==> src/rtl/regfile_wb_arbiter.sv <==
// Register-file write-port arbiter: merges the in-order pipeline writeback (m0)
// and the long-latency unit writeback (m1) onto one registered write port.
module regfile_wb_arbiter #(
  parameter int ARB_MODE   = 0,
  parameter int STARVE_MAX = 4,
  parameter int XLEN       = 32
) (
  input  logic            clk,
  input  logic            rst,
  input  logic            m0_valid,
  output logic            m0_ready,
  input  logic [4:0]      m0_rd,
  input  logic [XLEN-1:0] m0_wd,
  input  logic            m1_valid,
  output logic            m1_ready,
  input  logic [4:0]      m1_rd,
  input  logic [XLEN-1:0] m1_wd,
  output logic            wb_we,
  output logic [4:0]      wb_rd,
  output logic [XLEN-1:0] wb_wd,
  output logic            starve_active
);

  localparam int CW = $clog2(STARVE_MAX + 1);
  localparam logic [CW-1:0] SMAX = CW'(STARVE_MAX);

  typedef enum logic {
    SRC_M0 = 1'b0,
    SRC_M1 = 1'b1
  } src_t;

  logic [CW-1:0]   starve_cnt;
  logic [CW-1:0]   starve_nxt;
  src_t            rr_last;
  src_t            win;
  logic            starve_hit;
  logic            acc;
  logic [4:0]      sel_rd;
  logic [XLEN-1:0] sel_wd;

  // Pick the winner for this cycle and derive the handshake from it
  always_comb begin
    win        = SRC_M0;
    starve_hit = (starve_cnt == SMAX);
    if (m0_valid && m1_valid) begin
      if (ARB_MODE == 0) begin
        win = starve_hit ? SRC_M1 : SRC_M0;
      end else begin
        win = (rr_last == SRC_M0) ? SRC_M1 : SRC_M0;
      end
    end else if (m1_valid) begin
      win = SRC_M1;
    end
    m0_ready      = !rst && m0_valid && (win == SRC_M0);
    m1_ready      = !rst && m1_valid && (win == SRC_M1);
    acc           = m0_ready || m1_ready;
    sel_rd        = (win == SRC_M1) ? m1_rd : m0_rd;
    sel_wd        = (win == SRC_M1) ? m1_wd : m0_wd;
    starve_active = (ARB_MODE == 0) && starve_hit && m1_valid;
  end

  // Aging counter: counts cycles m1 waits while valid, saturating at the limit
  always_comb begin
    starve_nxt = '0;
    if (ARB_MODE == 0 && m1_valid && !m1_ready) begin
      starve_nxt = starve_hit ? starve_cnt : starve_cnt + CW'(1);
    end
  end

  // Arbiter state and registered write port; x0 writes are latched but not enabled
  always_ff @(posedge clk) begin
    if (rst) begin
      wb_we      <= 1'b0;
      wb_rd      <= '0;
      wb_wd      <= '0;
      starve_cnt <= '0;
      rr_last    <= SRC_M1;
    end else begin
      starve_cnt <= starve_nxt;
      if (acc) begin
        wb_we   <= (sel_rd != 5'd0);
        wb_rd   <= sel_rd;
        wb_wd   <= sel_wd;
        rr_last <= win;
      end else begin
        wb_we <= 1'b0;
      end
    end
  end

endmodule

==> config.mk <==
export PLATFORM = sky130hd
export DESIGN_NAME = regfile_wb_arbiter
export DESIGN_NICKNAME = d
export VERILOG_FILES = /design/src/rtl/regfile_wb_arbiter.sv
export SDC_FILE = /design/constraint.sdc
export NUM_CORES = 1
export LEC_CHECK = 0
export BUFFER_PORTS_ARGS = -buffer_cell sky130_fd_sc_hd__clkbuf_2
export CORE_ASPECT_RATIO = 1.25
export CORE_UTILIZATION = 42
export CTS_BUF_LIST = sky130_fd_sc_hd__clkbuf_16
export CTS_CLUSTER_SIZE = 30
export DETAILED_ROUTE_END_ITERATION = 6
export HOLD_SLACK_MARGIN = 0.06
export PLACE_DENSITY_LB_ADDON = 0.3
export SLEW_MARGIN = 20
export SYNTH_ARGS = -nofsm -noshare
export SYNTH_HDL_FRONTEND = slang
export SYNTH_SLANG_ARGS = --single-unit
export TNS_END_PERCENT = 100
==> constraint.sdc <==
create_clock -name clk -period 1.6 [get_ports clk]
set_input_delay 0.4 -clock clk [delete_from_list [all_inputs] [get_ports clk]]
set_output_delay 0.4 -clock clk [all_outputs]
set_load 0.1 [all_outputs]
==> results of run 1 <==
routing by layer:
metal	global-route usage	vias to the layer above
li1	-	1060
met1	0.2569	994
met2	0.4055	106
met3	0.06101	7
met4	0.09535	0
met5	0	-
cell usage in the layout (no fill, tap or decap), drive strengths merged:
cell / instances
o21bai: 1
bufinv: 1
clkinvlp: 2
o21ba: 1
nand3: 38
a32oi: 25
clkinv: 1
a21bo: 1
nand2: 2
buf: 27
a311oi: 13
nor4: 1
clkbuf: 113
or4: 1
nor3: 1
ha: 2
nor2: 17
nand3b: 1
o21ai: 12
and2: 2
mux2i: 1
inv: 3
a21boi: 1
dfxtp: 41
a21oi: 26
final cells by class:
class,instances,share of cell area
inverters,4,0.006533
well taps,58,0.02526
clock buffers,5,0.04355
repair buffers,135,0.2861
flip-flops and latches,41,0.2866
multi-input cells,146,0.3375
clock inverters,3,0.01437
repair_timing:
action,CTS,global route
pin swaps,4,1
resized for setup,0,1
buffers inserted,5,0
setup endpoints to repair,3,4
cloned,0,0
state kept, by name (all words and copies together), names as in the netlist:
register and count:
starve_cnt 3, wb_we 1, wb_rd 5, wb_wd 32
worst max-delay path: cells and delay by family, from the launching register on:
kind                     cells  cell delay (ns)
flip-flops                   1             0.32
buffers and inverters        2             0.25
adder cells (fa/ha/maj)      1             0.16
AND/OR/NAND/NOR              2             0.16
AO/OA/AOI/OAI                1             0.14
worst max-delay path by stage:
| stage | from | endpoint | slack (ns) | depth (start not counted) |
|---|---|---|---|---|
| floorplan | starve_cnt[0] | m0_ready | -0.12 | 6 |
| global placement | m1_valid | wb_wd[23] | 0.03 | 5 |
| detailed placement | m1_valid | wb_wd[16] | -0.03 | 5 |
| CTS | starve_cnt[0] | m1_ready | -0.12 | 6 |
| global route | starve_cnt[0] | m1_ready | -0.16 | 6 |
| finish | starve_cnt[0] | m1_ready | -0.12 | 6 |
logic make-up (layout without fill, tap and decap cells):
| family | count (synthesis) | in the layout | synth area share |
|---|---|---|---|
| DFF | 41 | 41 | 0.4319 |
| muxes | 1 | 1 | 0.005267 |
| AOI/OAI and AO/OA | 80 | 80 | 0.3015 |
| and+or+nand+nor | 63 | 63 | 0.1606 |
| buffers and inverters | 28 | 147 | 0.08755 |
| adders and majority gates | 2 | 2 | 0.01316 |
report_power, final:
| part | switching [uW] | internal [uW] |
|---|---|---|
| Combinational | 773 | 254 |
| Clock | 394 | 730 |
| Sequential | 37.9 | 1100 |
| Total | 1200 | 2080 |
through the flow:
step / TNS, ns / total power, uW / util
floorplan: -0.2450 / 1937 / -
CTS: -0.2893 / 3305 / 0.6583
finish: -0.2665 / 3286 / 0.6592
global placement: 0 / 2169 / 0.6115
detailed placement: -0.08156 / 2176 / 0.6115
global route: -0.4035 / 3416 / 0.6592
==> results.ini, run 1 <==
[run_status]
status=finished with violations
failed_checks=negative setup slack

[setup_path]
path_class=flip-flop to output pin
crit_chain=inv_2 -> ha_4 -> a21bo_4 -> nand2_4 -> nor2_4 -> buf_12
slowest_delay_ns=0.32
timing.rr.start=starve_cnt[0]
path_max_fanout=3
reg2reg_to=wb_wd[16]
cp_slowest_cell=dfxtp_2
worstPathRequired_ns=1.20
reg2reg_slack_ns=0.08
r2r.worst_path.cells=7
end_kind=output pin
cp-start-kind=flip-flop
cp.arrival_ns=1.32

[global_route]
grt_use_total=0.2292
grt_pass1_wl_um=8735
grt_pass1_vias=1950
overflow=0
grt_max_degree=31
antenna_found_initial=0

[drt]
drc=0
wl_met1_um=2254
top_layer_used=met4
ant_nets=0
wl_met2_um=2744
wire_per_inst_um=13.97
viasPerCell=5.528
drt_first_pass_iters=6
first_iter_violations=153
dr_wl_met3_um=394
wirelength_um=5477
vias=2167

[synth]
yosysMostFrequentCell=dfxtp_1
syn_inst=215
ys.flop_type=dfxtp_1
synthDistinctLibCells=27
yosys-top-cells-count=dfxtp_1 (41), nand3_1 (37), a21oi_1 (26), a32oi_1 (25), nor2_1 (17)
synth_edf_count=0
synthTopCellsByArea=dfxtp_1 (43%), a32oi_1 (12%), nand3_1 (9.7%), a21oi_1 (6.8%), a311oi_1 (6.0%)
synth.ff_latch_count=41
avgSynthCellArea_um2=8.840
synth-warning-count=0
synth_top_area_frac=0.4319
ys_seq_area_frac=0.4319
synth_nets=295
synthArstFlopShare=0
syn_area_um2=1901
synth_area_leader_cell=dfxtp_1

[min_path]
hold_depth=3
min-delay-start=m1_wd[28]
holdPathEnd=wb_wd[28]
hold_path_class=input pin to flip-flop

[timing]
worst_pin_slew_ns=0.6257
slew_violations=0
setup_violations=3
grt_setup_unrepaired=yes
fin_crit_ns=1.721
hold_viol=0
fmax_mhz=580.9
timing.final.crit_share=1.076
maxSlewHeadroom=0.5817
finClkSkew_ns=0.004775
worst_slack_ns=-0.1214
whs_ns=0.3652

[flow_run]
drv_cap=0

[finish]
fin_nets=413
multiInputGateArea_um2=969.7
seqCellArea_um2=823.3
final_area_um2=2873
fillers=394
final_cells=392
area_delta_synth_final_pct=51.15
n_antenna_cell=0
drive_gt1_frac=0.4701

[cts]
ctsHoldBuffers=0
clkTransAtPathRegs_ns=0.06
cts.sinks=41
cts_tree=built
clk_latency_ns=0.28
htreeDepth=2
numCtsBuffers=5
clock_path_buffers=2
root_buffer=clkbuf_16

[placed_design]
portBuffers=118
dp_hpwl_um=3895
place_area_um2=2665
gp_congestion=0.7826
placedCellCount=379
pre_cts_slack_ns=-0.02713

[power_and_ir_drop]
vdd_drop_max_uv=653.2
powerDensity_nw_per_um2=1144
p_leak_uw=0.001271

[floorplanning]
die_w_um=62.17
dieArea_um2=4800
num_rows=27
initial_core_util=0.4361
coreArea_um2=4358
io-pin-count=119
fp.dieH_um=77.21

(Power assumes the default switching activity.)
==> inputs of run 2 (changes only) <==
Settings changed: CORE_UTILIZATION 42 to 45.
Clock period 1.6 ns to 2 ns, I/O delays scaled along.
==> results.ini, run 2 (synthesized netlist as in run 1, its figures left out) <==
[placed_design]
pre_cts_slack_ns=0.1710  ; +0.1981 ns
dp_hpwl_um=3911  ; +0.39%
portBuffers=118  ; unchanged
gp_congestion=0.7127  ; -8.9%

[drt]
ant_nets=0  ; unchanged
drt_first_pass_iters=4  ; -2
vias=2144  ; -1.1%
wire_per_inst_um=14.06  ; +0.65%
wirelength_um=5386  ; -1.7%
drc=0  ; unchanged
first_iter_violations=154  ; +0.65%
viasPerCell=5.598  ; +1.3%

[global_route]
grt_use_total=0.2387  ; +0.009519
grt_max_degree=38  ; +23%
grt_pass1_vias=1824  ; -6.5%
overflow=0  ; unchanged
grt_pass1_wl_um=8155  ; -6.6%
antenna_found_initial=0  ; unchanged

[cts]
cts_tree=built
htreeDepth=2  ; unchanged
root_buffer=clkbuf_16
clk_latency_ns=0.28  ; about the same
clkTransAtPathRegs_ns=0.05  ; about the same
cts.sinks=41  ; unchanged
numCtsBuffers=5  ; unchanged
cts_setup_buffers=0  ; -5
clock_path_buffers=2  ; unchanged

[run_status]
status=finished, final reports clean

[finish]
final_cell_mix=clkbuf_2 (115), dfxtp_1 (41), nand3_1 (37)
fillers=357  ; -9.4%
n_antenna_cell=0  ; unchanged
largest_register_ffs=32  ; unchanged
fin_nets=407  ; -1.5%
area_delta_synth_final_pct=43.12
mostFrequentLayoutCell=clkbuf_2
multiInputGateArea_um2=950.9  ; -1.9%
seqCellArea_um2=820.8  ; -0.30%
reg_top3=wb_wd: 32 flops, wb_rd: 5 flops, starve_cnt: 3 flops
top_register=wb_wd
drive_gt1_frac=0.4373  ; -0.03275

[floorplanning]
num_rows=26  ; -3.7%
dieArea_um2=4489  ; -6.5%
die_w_um=60.13  ; -3.3%
coreArea_um2=4066  ; -6.7%
io-pin-count=119  ; unchanged
fp.dieH_um=74.66  ; -3.3%
initial_core_util=0.4674  ; +0.03127

[timing]
hold_viol=0  ; unchanged
worst_slack_ns=0.07306  ; +0.1944 ns
fmax_mhz=519.0
timing.final.crit_share=0.9635
setup_violations=0  ; -3
slew_violations=0  ; unchanged
whs_ns=0.4672  ; +0.1020 ns
maxSlewHeadroom=0.6229  ; +0.04112
finClkSkew_ns=0.004430  ; -0.0003448 ns
fin_crit_ns=1.927
worst_pin_slew_ns=0.5681  ; -0.05760 ns

[setup_path]
cp_slowest_cell=dfxtp_1
cp.arrival_ns=1.43  ; +0.11 ns
worst-path-buf-inv=2  ; unchanged
path_delay_family=flip-flops
worstPathRequired_ns=1.50  ; +0.30 ns
path_class=flip-flop to output pin
crit_chain=inv_1 -> ha_4 -> a21bo_2 -> nand2_2 -> nor2_4 -> buf_12
cp-start-kind=flip-flop
end_kind=output pin
slowest_delay_ns=0.34  ; +0.02 ns
path_max_fanout=5  ; +2

[min_path]
hold_path_class=input pin to flip-flop

[power_and_ir_drop]
powerDensity_nw_per_um2=894.6  ; -22%
p_leak_uw=0.001220  ; -4.0%
vdd_drop_max_uv=546.8  ; -16%

[flow_run]
drv_cap=0  ; unchanged

==> run 2: worst reg2reg max path: cells and delay by family (launching register included) <==
family | cells | cell delay (ns)
AOI/OAI and AO/OA | 2 | 0.43
and+or+nand+nor | 1 | 0.14
DFF | 1 | 0.31
adders and majority gates | 1 | 0.19
buffers and inverters | 2 | 0.45
==> run 2: through the flow <==
| stage | TNS [ns] | cells | cell area, um^2 | total power [uW] | utilization |
|---|---|---|---|---|---|
| after detailed placement | 0 | 376 | 2565 | 1719 | 0.6308 |
| final | 0 | 383 | 2720 | 2433 | 0.6689 |
| after CTS | 0 | 383 | 2700 | 2454 | 0.6640 |
| after global placement | 0 | 376 | 2565 | 1712 | 0.6308 |
| after global routing | -0.003997 | 383 | 2720 | 2533 | 0.6689 |
| after floorplan | -0.1231 | 215 | 1916 | 1541 | - |
==> run 2: where the power goes <==
group | internal (uW) | switching, uW | total [uW]
combinational | 183 | 614 | 797
clock | 445 | 283 | 728
sequential | 878 | 30.5 | 909
total | 1510 | 927 | 2430
==> run 2: final timing paths <==
path         slack [ns]        end  cells after the start           from
max reg2reg        0.38  wb_wd[13]                      6  starve_cnt[0]
max                0.07   m1_ready                      6  starve_cnt[1]
min                0.47  wb_wd[26]                      3      m1_wd[26]
min reg2reg        0.50   wb_wd[9]                      2       wb_wd[9]
==> run 2: metal layers <==
layer,vias to the layer above,global-route usage,wire [um]
met4,0,0.09302,72
met2,102,0.4139,2780
met1,986,0.2771,2131
met3,6,0.06186,401
li1,1050,-,-
met5,-,0,0
==> run 2: what timing repair did <==
action / in CTS / in global routing
endpoints found under the setup margin: 2 / 2
gates resized for setup: 1 / 3
hold buffers: 0 / 0
==> run 2: layout make-up <==
class	count	area share
timing repair buffer	129	0.2686
multi-input combinational	146	0.3496
clock inverter	2	0.002760
inverter	4	0.005520
clock buffer	5	0.04600
tap	56	0.02576
sequential	41	0.3017
